`src/rtl/scramble_sequencer.sv`:
```
// scramble_sequencer: drives the 4x4 grid select/fire lines, passing user moves through
// in IDLE and issuing NUM_MOVES spaced pseudo-random fires on a scramble request.
module scramble_sequencer #(
   parameter int NUM_MOVES = 16,
   parameter int MOVE_GAP  = 16,
   parameter int CNT_W     = 8
) (
   input  logic             clk,
   input  logic             reset,
   input  logic             start,
   input  logic [2:0]       rand_in,
   input  logic [3:0]       user_row_column,
   input  logic             user_nRow,
   input  logic             user_fire,
   input  logic             user_error,
   output logic [3:0]       row_column,
   output logic             x_nRow,
   output logic             fire,
   output logic             busy,
   output logic             done,
   output logic [CNT_W-1:0] moves_left
);
   typedef enum logic [2:0] {IDLE, LOAD, FIRE, GAP, DONE} state_t;
   localparam logic [CNT_W-1:0] MOVES_LD = CNT_W'(NUM_MOVES);
   localparam logic [CNT_W-1:0] GAP_LD   = CNT_W'(MOVE_GAP > 2 ? MOVE_GAP - 3 : 0);
   state_t           state_q;
   logic [CNT_W-1:0] gap_q, moves_q;
   logic [2:0]       last_q;
   logic [3:0]       rc_q;
   logic             nrow_q, fire_q, busy_q, done_q;
   logic [1:0]       idx_d;
   // repeating the previous move would undo it, so bump the line index instead
   assign idx_d = rand_in[1:0] + 2'(rand_in == last_q);
   always_ff @(posedge clk or negedge reset) begin
      if (!reset) begin
         state_q <= IDLE;
         gap_q   <= '0;
         moves_q <= '0;
         last_q  <= '0;
         rc_q    <= '0;
         nrow_q  <= 1'b0;
         fire_q  <= 1'b0;
         busy_q  <= 1'b0;
         done_q  <= 1'b0;
      end else begin
         fire_q <= 1'b0;
         done_q <= 1'b0;
         case (state_q)
            IDLE:
               if (start) begin
                  state_q <= LOAD;
                  busy_q  <= 1'b1;
                  moves_q <= MOVES_LD;
               end else begin
                  rc_q   <= user_row_column;
                  nrow_q <= user_nRow;
                  fire_q <= user_fire & ~user_error;
               end
            LOAD: begin
               rc_q    <= 4'b0001 << idx_d;
               nrow_q  <= rand_in[2];
               last_q  <= {rand_in[2], idx_d};
               fire_q  <= 1'b1;
               moves_q <= moves_q - CNT_W'(1);
               state_q <= FIRE;
            end
            FIRE, GAP:
               if (state_q == FIRE && MOVE_GAP > 2) begin
                  state_q <= GAP;
                  gap_q   <= GAP_LD;
               end else if (state_q == GAP && gap_q != '0) begin
                  gap_q <= gap_q - CNT_W'(1);
               end else if (moves_q == '0) begin
                  state_q <= DONE;
                  done_q  <= 1'b1;
                  rc_q    <= '0;
               end else begin
                  state_q <= LOAD;
               end
            DONE: begin
               state_q <= IDLE;
               busy_q  <= 1'b0;
            end
            default: state_q <= IDLE;
         endcase
      end
   end
   assign row_column = rc_q;
   assign x_nRow     = nrow_q;
   assign fire       = fire_q;
   assign busy       = busy_q;
   assign done       = done_q;
   assign moves_left = moves_q;
endmodule

```
`config.mk`:
```
export PLATFORM = sky130hd
export DESIGN_NAME = scramble_sequencer
export DESIGN_NICKNAME = d
export VERILOG_FILES = /design/src/rtl/scramble_sequencer.sv
export SDC_FILE = /design/constraint.sdc
export NUM_CORES = 1
export LEC_CHECK = 0
export BUFFER_PORTS_ARGS = -buffer_cell sky130_fd_sc_hd__clkbuf_2
export CAP_MARGIN = 20
export CORE_UTILIZATION = 37
export CTS_BUF_LIST = sky130_fd_sc_hd__clkbuf_4 sky130_fd_sc_hd__clkbuf_8 sky130_fd_sc_hd__clkbuf_16
export CTS_CLUSTER_DIAMETER = 30
export DETAILED_ROUTE_END_ITERATION = 12
export GPL_TIMING_DRIVEN = 1
export SLEW_MARGIN = 20
export SYNTH_ARGS = -nofsm -noshare
export SYNTH_HDL_FRONTEND = slang
export SYNTH_SLANG_ARGS = --single-unit
```
`constraint.sdc`:
```
create_clock -name clk -period 2.5 [get_ports clk]
set_input_delay 0.125 -clock clk [delete_from_list [all_inputs] [get_ports clk]]
set_output_delay 0.125 -clock clk [all_outputs]
set_load 0.03 [all_outputs]
```
==> results list, run 1 <==
* Max-cap violations: 0
- The number of placed instances, taps included, is between 200 and 250.
- Filler-free cell count of the finished design: 240
- Syn_area_per_cell: around 10 µm²
- Measured against its own limit, the worst slew margin works out to 50.1%.
- 1st-pass router iterations: 4
- Number of buffers added on ports: 28
- After layout, the worst path uses between 90% and 100% of the clock period.
- The cell count after synthesis came out at roughly 150.
- In the final routed layout, each cell accounts on average for 13.3 µm.
- Fin Setup TNS: 0 ps
- IR analysis of the VDD net gives a maximum drop of 0.000402 V.
* Hold slack final: around 83 ps
- Crit path largest cell delay: between 400 and 500 ps
* Source of the worst hold timing path: user_fire
* CP Cell Sequence: inv_1, ha_1, or3b_1, or4_1, a221o_1, mux2_1
* Post-Layout Inst Area: ~1900 µm²
* Clock transition at the registers of the reported paths: around 60 ps
* Sequential area share after synthesis: between 40 and 50%
* Floorplan die width: approximately 67 µm
* Share of cells above drive strength 1: 23.2%
- The worst setup path is launched from a flop.
- CP endpoint kind: flop
- The slowest stage of the critical path belongs to the cell dfrtp_1.
- The setup check on the worst reg-to-reg path leaves a slack of slightly below 200 ps.
- Number of antenna violations at the first check in global routing: 0
- CTS built an H-tree with a depth of 2.
- For this block, the initial DRC count from the detailed router was 42.
- Cell variety after synth: 39
- Unrepaired setup endpoints after global routing: no
- Number of instances on the worst hold path: 3
- RR Endpoint: row_column[3]$_DFFE_PN0P_
* Die ar.: about 4400 µm²
* Worst Hold Class: in -> reg
* Initial cell density of the core: between 30 and 40%
* Leak: a little under 0.9 nW
- Data arrival time of the critical path: 2470 ps
* Global placer's final weighted congestion: 0.822
* HPWL after detailed placement: around 2400 µm
- Largest delay share family, worst path: simple AND/OR/NAND/NOR gates
- Final core utilization: ~47%
- Synthesis produced a netlist with a net count of about 170.
- Total clock buffers created by CTS: 5
* Total Routing Usage GR: between 10% and 20%
- The worst register-to-register path begins at gap_q[0]$_DFFE_PN0P_.
- The critical path crosses 6 cells after its start point.
- Sink Count: 30
* Detail-routed via count per cell: 5.15
* Number of resized instances in the post-cts repair step: 0
- In this run the count of I/O pins placed on the die edge is 29.
- In this run the worst path has a maximum fanout of 5.
- Setup violations remaining at the end of the flow were counted as 0.
- Primary flip-flop cell chosen by synthesis mapping: dfrtp_1
- The final route contains 1236 vias.
- Clock tree root buffer cell: clkbuf_8
* Endpoint of the worst hold path: fire$_DFF_PN0_
- Met1 layer usage reported by global route: 18.3%
* FFs w/ async S/R, synth: between 90% and 100%
- Post-detailed-route DRC marker count: 0
- The Yosys step of the flow raised 0 warnings.
* Final routed wirelength across all metal layers: ~3200 µm
- Pwr/cell area: 1120 nW/µm²
* EDFF count, synth: 0
- The design draws 2.09 mW.
- For the final database, setup skew stands at between 3 and 4 ps.
- Number of global-route vias before repair: approximately 1200
- Pins Over Slew Limit: 0
* Slew at the pin closest to its max-slew limit: roughly 750 ps
- By startpoint and endpoint, the worst setup path is classified as reg -> reg.
- Static timing analysis puts the maximum clock frequency at about 430 MHz.
- Cell row count: 23
- Net total in the final layout: 207
- Mapped cell area: 1550 µm²
- The global routing stage identified its most utilized layer as met2.
* Met3 track demand over resource: 6.16%
* Placed standard-cell area: 1760 µm²
* Maximum number of pins on one net before global-route repair: 31
- First-pass GRT wire length: ~5200 µm
- Number of nets still failing antenna checks after routing: 0
- Measured along the y axis, the die boundary spans 66.7 µm.
- Worst path required time: about 2700 ps
- Area delta synth->final: 20.5%
* Antenna diode count: 0
* Buffer depth of the longest clock path: 2
- The run finished with clean final reports.
* Synthesized flop and latch total: 30
* Fin. Hold Viols: 0
- TritonCTS built the clock tree.
- The clock reaches the later pin of the worst-skew pair after between 200 and 300 ps.
- Met2 Use GR: between 20% and 30%
- Remaining Overflow, GRT: 0
- Core area: 4000 µm²
- Timing analysis after detailed placement gives a worst setup slack of between 150 and 200 ps.
- Worst path bufs/invs: 1
- Minimum period implied by the final worst setup slack: between 2000 and 2500 ps
* Register-to-Register Path Depth: 6
- Setup slack closes at a little under 200 ps.
==> how the worst max path moves through the flow <==
stage / start / slack [ps] / to
final: gap_q[0]$_DFFE_PN0P_ / 190 / row_column[3]$_DFFE_PN0P_
after global routing: gap_q[0]$_DFFE_PN0P_ / 90 / row_column[0]$_DFFE_PN0P_
after CTS: gap_q[0]$_DFFE_PN0P_ / 190 / row_column[3]$_DFFE_PN0P_
after detailed placement: gap_q[0]$_DFFE_PN0P_ / 190 / row_column[3]$_DFFE_PN0P_
after global placement: gap_q[0]$_DFFE_PN0P_ / 270 / row_column[0]$_DFFE_PN0P_
after floorplan: gap_q[0]$_DFFE_PN0P_ / 210 / row_column[0]$_DFFE_PN0P_
==> metal layers <==
metal | share of wire [%] | wire length [µm]
met1 | 46 | 1460
met2 | 48 | 1530
met3 | 4.8 | 154
met4 | 1.4 | 46
met5 | 0 | 0
==> cell usage in the layout (no fill, tap or decap), types with 5 or more instances in the layout <==
cell type,n
nor3_1,5
clkbuf_2,28
nor2_1,11
o21ai_0,8
xor2_1,7
dfrtp_1,30
ha_1,5
mux2i_1,6
nand3_1,5
inv_1,6
nand2_1,17
clkbuf_8,6
==> final cells by class <==
class | instances | area (µm²)
flip-flops and latches | 30 | 751
inverters | 6 | 22.5
multi-input cells | 113 | 756
well taps | 50 | 62.6
clock buffers | 6 | 82.6
clock inverters | 2 | 12.5
repair buffers | 33 | 180
fillers | 386 | 2130
==> Yosys cell counts (2+ instances only) <==
master / n / share of area, %
xor2_1: 7 / 4.0
dfrtp_1: 30 / 48
mux2_1: 4 / 2.9
ha_1: 5 / 4.0
clkbuf_1: 4 / 0.97
inv_1: 6 / 1.5
nor2_1: 11 / 2.7
nand3b_1: 3 / 1.5
mux2i_1: 6 / 3.9
o31ai_1: 4 / 1.9
nand4_1: 2 / 0.81
or3_1: 2 / 0.81
nor3_1: 5 / 1.6
or4_1: 2 / 0.97
nor2b_1: 2 / 0.81
o21ai_0: 8 / 2.6
o211ai_1: 3 / 1.5
nand2_1: 17 / 4.1
nand3_1: 5 / 1.6
and2_1: 2 / 0.81
nand2b_1: 2 / 0.81
nor4b_1: 2 / 1.1
nor4_1: 3 / 1.2
a21oi_1: 4 / 1.3
==> repair_timing <==
action                    4_1_cts  5_1_grt
hold endpoints to repair       30        0
hold buffers                    1        0
buffers inserted                0        0
==> kinds of logic (layout without fill, tap and decap cells) <==
| family | Yosys count | after routing | synth area share [%] |
|---|---|---|---|
| AND/OR/NAND/NOR | 63 | 63 | 21.6 |
| flip-flops | 30 | 30 | 48.5 |
| AO/OA/AOI/OAI | 27 | 27 | 11.8 |
| buffers and inverters | 11 | 47 | 2.75 |
| multiplexers | 10 | 10 | 6.79 |
| XOR/XNOR | 8 | 8 | 4.52 |
| adder cells (fa/ha/maj) | 5 | 5 | 4.04 |
==> flip-flops by register name, summed over array words and instances, names as in the netlist <==
| register | cells |
|---|---|
| gap_q | 8 |
| row_column | 4 |
| busy | 1 |
| x_nRow | 1 |
| last_q | 3 |
| fire | 1 |
| done | 1 |
| state_q | 3 |
| moves_left | 8 |
==> worst register-to-register path: cells and delay by family (launching register included) <==
family	cells	cell delay [ps]
simple gates	2	750
buf+inv	1	120
mux	1	340
flops	1	410
fa+ha+maj	1	140
compound gates	1	410
==> report_power, final <==
part / total (mW) / internal [mW] / switching, mW / leakage [nW]
sequential: 0.850 / 0.670 / 0.180 / 0.366
combinational: 0.842 / 0.320 / 0.522 / 0.466
clock: 0.400 / 0.221 / 0.180 / 0.0472
(Power assumes the default switching activity.)
==> run 2: changes to the inputs <==
SETUP_SLACK_MARGIN = 0.2   (was not set)
==> run 2 against run 1 <==
Net effect: critical path depth unchanged; worst setup slack gained 45 ps; total power increased by 3.4%; sequential share of layout area fell by 0.87 points.
==> results list, run 2 (synthesized netlist as in run 1, its figures left out) <==
* Unrepaired setup endpoints after global routing: yes
- The critical path required time is 2670 ps (about the same).
- HPWL after detailed placement: 2370 µm (unchanged)
- The peak per-stage delay on the critical path is 440 ps (+30 ps).
* Clock tree root buffer cell: clkbuf_8
- The buffering stage count on the worst path with inverters included was 1 (unchanged).
- Largest delay share family, worst path: simple AND/OR/NAND/NOR gates
- Walking the worst path, the cells encountered are inv_2, ha_1, or3b_4, or4_1, a221o_2, mux2_4.
- Cell row count: 23 (unchanged)
* Maximum net fanout on the critical path: 4 (-1)
- The count of pins on the block boundary came to 29 (unchanged).
* Number of antenna violations at the first check in global routing: 0 (unchanged)
- The post-route worst hold slack is 82.4 ps (-0.170 ps).
* Die boundary height: 66.7 µm (unchanged)
- Share of power burned in combinational logic: 42.3% (+2.1 points)
- Number of nets still failing antenna checks after routing: 0 (unchanged)
- The power dissipated by switching net loads was 901 µW (+2.2%).
- Standard cell with the maximum stage delay on the critical path: a221o_2
* Data arrival time of the critical path: 2430 ps (-40 ps)
- Share of cells above drive strength 1: 28.5% (+5.3 points)
- Post-detailed-route DRC marker count: 0 (unchanged)
- The maximum VDD drop came to 0.000402 V (about the same).
* CTS tree: built
- The actual slew at the worst max-slew pin was 745 ps (-4.37 ps).
- The routed wire length per instance was 13.6 µm (+2.6%).
- The area enclosed by the die boundary was 4450 µm² (unchanged).
- The number of levels the H-tree was split into came to 2 (unchanged).
* Fin crit share: 90.5% (-1.8 points)
* Total clock buffers created by CTS: 5 (unchanged)
- The detailed-route wire length is 3320 µm (+3.9%).
- Internal power: 1.26 mW (+4.4%)
- Endpoints failing setup: 0 (unchanged)
* Setup slack after layout: 237 ps (+45.0 ps)
- The number of nets at the end of the flow came to 210 (+1.4%).
* Remaining Overflow, GRT: 0 (unchanged)
- Worst Hold Class: in -> reg
- Floorplan die width: 66.7 µm (unchanged)
* First-pass GRT wire length: 5220 µm (unchanged)
- The critical path in this run is classified as reg -> reg.
- The maximum clock rate was 442 MHz (+2.0%).
- Reg power frac: 39.3% (-1.3 points)
- Clock latency on the worst-skew pair: 280 ps (about the same)
- The library cell used most frequently in the layout, excluding fill and tap cells, is dfrtp_1.
* Minimum period implied by the final worst setup slack: 2260 ps (-45.0 ps)
* Post-Place Cells: 231 (unchanged)
* Number of violations reported at the end of detailed-routing iteration 0: 40 (-4.8%)
* Worst setup SP type: flop
- The number of clock sinks is 30 (unchanged).
* Detail-routed via count per cell: 5.21 (+1.2%)
* Clock skew: 4.14 ps (+0.466 ps)
- Compared with the post-synthesis result, the final layout area differs by 23.2%.
* Total Routing Usage GR: 16.3% (unchanged)
- The minimum setup slack after placement came to 191 ps (unchanged).
- The initial cell density of the core is 38.7% (unchanged).
* Buffer depth of the longest clock path: 2 (unchanged)
* Clock transition at the registers of the reported paths: 60 ps (about the same)
- The iteration count of the initial detailed-routing pass came to 4 (unchanged).
- Fill count: 383 (-0.78%)
- The number of global-route vias before repair came to 1190 (unchanged).
* Max-cap violations: 0 (unchanged)
* Number of buffers added on ports: 28 (unchanged)
- The max-slew violation total from the final report is 0 (unchanged).
- Core area: 4000 µm² (unchanged)
* Antenna diode count: 0 (unchanged)
* Global placer's final weighted congestion: 0.822 (unchanged)
- Worst relative slew slack: 50.4% (+0.29 points)
- CP endpoint kind: flop
- The flow ran to the end, and the final reports show no timing, DRC or antenna violations.
- The total negative setup slack is 0 ps (unchanged).
* Via count: 1266 (+2.4%)
* Leak: 0.910 nW (+3.5%)
* Filler-free cell count of the finished design: 243 (+1.3%)
- Leading cell types in the layout, fill and taps excluded: dfrtp_1, clkbuf_2, nand2_1
* Fin. Hold Viols: 0 (unchanged)
- Maximum number of pins on one net before global-route repair: 31 (unchanged)
* Clock power frac: 18.5% (-0.6 points)
* Pwr/cell area: 1130 nW/µm² (+1.2%)
- Switching power share of the total: 41.6% (-0.51 points)
## run 2: metrics by stage
step                total power, mW  instance area (µm²)  utilization, %
global route                   2.33                 1910            47.7
global placement               1.67                 1760            44.0
detailed placement             1.70                 1760            44.0
floorplan                      1.44                 1550               -
CTS                            2.12                 1870            46.7
finish                         2.16                 1910            47.7
## run 2: power groups by stage
stage / Combinational, mW / Sequential [mW] / Clock (mW)
after floorplan: 0.432 / 1.00 / 0
after global placement: 0.822 / 0.844 / 0
after detailed placement: 0.848 / 0.856 / 0
after CTS: 0.852 / 0.850 / 0.417
after global routing: 1.01 / 0.879 / 0.444
final: 0.915 / 0.850 / 0.400
## run 2: worst min-delay path: stages
cell and delay (ps):
clkbuf_2 80, nand2b_1 60, o21ai_0 60
## run 2: final cells by class
cell class / instances / area, µm² / area share [%]
Clock buffer: 6 / 82.6 / 4.33
Timing Repair Buffer: 36 / 203 / 10.6
Sequential cell: 30 / 751 / 39.3
Clock inverter: 2 / 12.5 / 0.656
Inverter: 6 / 22.5 / 1.18
Multi-Input combinational cell: 113 / 774 / 40.6
Tap cell: 50 / 62.6 / 3.28
## run 2: path summary, 6_finish.rpt
path	startpoint	end	slack, ps	cells past startpoint
max reg2reg	gap_q[0]$_DFFE_PN0P_	row_column[3]$_DFFE_PN0P_	240	6
min	user_fire	fire$_DFF_PN0_	80	3
min reg2reg	last_q[0]$_DFFE_PN0P_	last_q[0]$_DFFE_PN0P_	500	2
max	gap_q[0]$_DFFE_PN0P_	row_column[3]$_DFFE_PN0P_	240	6
min in group asynchronous	reset	last_q[2]$_DFFE_PN0P_	440	2
max in group asynchronous	reset	gap_q[4]$_DFFE_PN0P_	1590	2
## run 2: what timing repair did
item / CTS / global route
hold buffers: 1 / 0
hold endpoints to repair: 30 / 0
resized for setup: 0 / 8
setup endpoints to repair: 4 / 4
setup buffers: 0 / 3
pin swaps: 1 / 1
## run 2: routing by layer
metal	vias up	global-route usage, %	part of all wire (%)
li1	628	-	-
met1	595	18.3	46
met2	39	26.8	48
met3	4	6.16	4.6
met4	0	7.98	1.4
met5	-	0	0
==> run 3: changes to the inputs <==
CORE_ASPECT_RATIO = 1.5   (was not set)
==> run 3 against run 2 <==
Net effect: count of clock-buffer cells in the layout grew 2; highest routed layer unchanged; global-route usage grew 0.21 points; final area grew 0.20%; sequential share of layout area shrank 0.077 points.
==> results list, run 3 (synthesized netlist as in run 1, its figures left out) <==
- Total clock buffers created by CTS: 5 (unchanged)
- The maximum VDD drop was 0.000659 V (+64%).
- The wire length of the first global-routing pass is 5160 µm (-1.2%).
- Relative to the synthesized area, the layout overhead comes to 23.4%.
- The count of vias placed by the detailed router was 1258 (-0.63%).
- The actual slew at the worst max-slew pin was 754 ps (+8.97 ps).
- Per-cell routed wire length: 13.8 µm (+1.3%)
- The maximum number of pins on one net before global-route repair is 31 (unchanged).
* Number of nets still failing antenna checks after routing: 0 (unchanged)
- The count of endpoints failing hold in the final timing report was 0 (unchanged).
- The residual overflow from global routing is 0 (unchanged).
- Die ar.: 4450 µm² (+0.13%)
* CTS tree: built
- The register clock-pin slew on the reported worst setup and hold paths is 70 ps (about the same).
- Setup slack after layout: 213 ps (-24.0 ps)
* Net total in the final layout: 208 (-0.95%)
- The max-slew violation total from the final report came to 0 (unchanged).
- Number of antenna violations at the first check in global routing: 0 (unchanged)
- The final period demand of the worst path was 2290 ps (+24.0 ps).
- The worst setup path is captured at a flop.
* Die boundary height: 81.2 µm (+22%)
- Pwr/cell area: 1150 nW/µm² (+1.2%)
* Detail-routed via count per cell: 5.33 (+2.3%)
* Fin crit share: 91.5% (+0.96 points)
- The minimum setup slack after placement is 199 ps (+7.28 ps).
- Commonest non-fill, non-tap cell in the layout: dfrtp_1
* Unrepaired setup endpoints after global routing: yes
- Core area: 3990 µm² (-0.16%)
* Clock skew: 7.19 ps (+3.05 ps)
- In the layout the commonest cells are dfrtp_1, clkbuf_2, nand2_1.
* Worst Path Class, Setup: reg -> reg
- The top fanout value on the critical path is 5 (+1).
- Global placer's final weighted congestion: 0.818 (-0.44%)
- Share of cells above drive strength 1: 27.7% (-0.75 points)
* Max frequency: 437 MHz (-1.1%)
* Antenna diode count: 0 (unchanged)
- Number of global-route vias before repair: 1186 (-0.34%)
- Post-detailed-route DRC marker count: 0 (unchanged)
* CTS HTree Levels: 2 (unchanged)
- Number of buffers added on ports: 28 (unchanged)
- The number of clock sinks was 30 (unchanged).
* Data arrival time of the critical path: 2450 ps (+20 ps)
* Fin Setup TNS: 0 ps (unchanged)
* Max-cap violations: 0 (unchanged)
- Worst Hold Class: in -> reg
- The count of pins on the block boundary is 29 (unchanged).
- The fill cell instance count of the final layout came to 396 (+3.4%).
* Final routed wirelength across all metal layers: 3260 µm (-1.6%)
* Initial cell density of the core: 38.8% (+0.061 points)
- Leak: 0.909 nW (-0.14%)
* Floorplan die width: 54.8 µm (-18%)
- The HPWL after detailed placement is 2370 µm (-0.15%).
- 1st-pass router iterations: 4 (unchanged)
* Clock latency on the worst-skew pair: 280 ps (about the same)
* Cell row count: 28 (+22%)
- The tightest slew margin relative to the limit was 49.8% (-0.60 points).
- STA classifies the critical path startpoint as a flop.
- The slack of the worst reg-to-reg path came to 210 ps (-20 ps).
- Worst path required time: 2660 ps (about the same)
- The flow ran to the end, and the final reports show no timing, DRC or antenna violations.
- The starting DRC count in detailed routing was 20 (-50%).
* Endpoints failing setup: 0 (unchanged)
- The cell sitting at the root of the clock tree is a clkbuf_8.
- The combined global-route utilization of all metal layers came to 16.5% (+0.21 points).
- Buffer depth of the longest clock path: 2 (unchanged)
[run 3: cell type report]
| cell class | count | area (µm²) | share of cell area, % |
|---|---|---|---|
| clock buffers | 8 | 110 | 5.76 |
| inverters | 6 | 22.5 | 1.18 |
| multi-input cells | 113 | 785 | 41.0 |
| flip-flops and latches | 30 | 751 | 39.3 |
| well taps | 45 | 56.3 | 2.95 |
| repair buffers | 34 | 188 | 9.82 |
[run 3: worst paths after layout]
check                                      startpoint                        end  cells after the start
worst min-delay path                        user_fire             fire$_DFF_PN0_                      3
worst min register to register  last_q[0]$_DFFE_PN0P_      last_q[0]$_DFFE_PN0P_                      2
max in group asynchronous                       reset  row_column[0]$_DFFE_PN0P_                      2
worst max register to register   gap_q[0]$_DFFE_PN0P_  row_column[0]$_DFFE_PN0P_                      6
min in group asynchronous                       reset  moves_left[4]$_DFFE_PN0P_                      2
worst max-delay path             gap_q[0]$_DFFE_PN0P_  row_column[0]$_DFFE_PN0P_                      6
[run 3: timing repair]
action                                 4_1_cts  5_1_grt
pin swaps                                    1        1
endpoints found under the hold margin       30        0
hold buffers                                 1        0
setup endpoints to repair                    4        4
gates resized for setup                      0        9
setup buffers                                0        2
[run 3: critical path, stage by stage (launching register included)]
cell and delay (ps):
dfrtp_1 420, inv_2 100, ha_4 120, or3b_1 350
or4_1 410, a221o_2 440, mux2_4 320
[run 3: where the power goes]
part	switching, mW	internal, mW
Clock	0.177	0.278
Sequential	0.180	0.670
Combinational	0.534	0.355
[run 3: stage by stage]
step                instances  total power [mW]  instance area (µm²)  utilization [%]  hold WS (ps)
finish                    236              2.19                 1910             47.9          81.4
global route              236              2.38                 1910             47.9           103
CTS                       234              2.16                 1870             46.8          81.0
detailed placement        225              1.69                 1750             43.8           233
global placement          225              1.66                 1750             43.8           216
floorplan                 154              1.44                 1550                -          -171
[run 3: layer usage]
metal  GRT usage (%)  vias to the layer above  share of wire, %
met5               0                        -                 0
met4            7.69                        0               1.9
met3            5.06                        6               4.0
met2            28.0                       25                51
met1            17.9                      603                43
li1                -                      624                 -
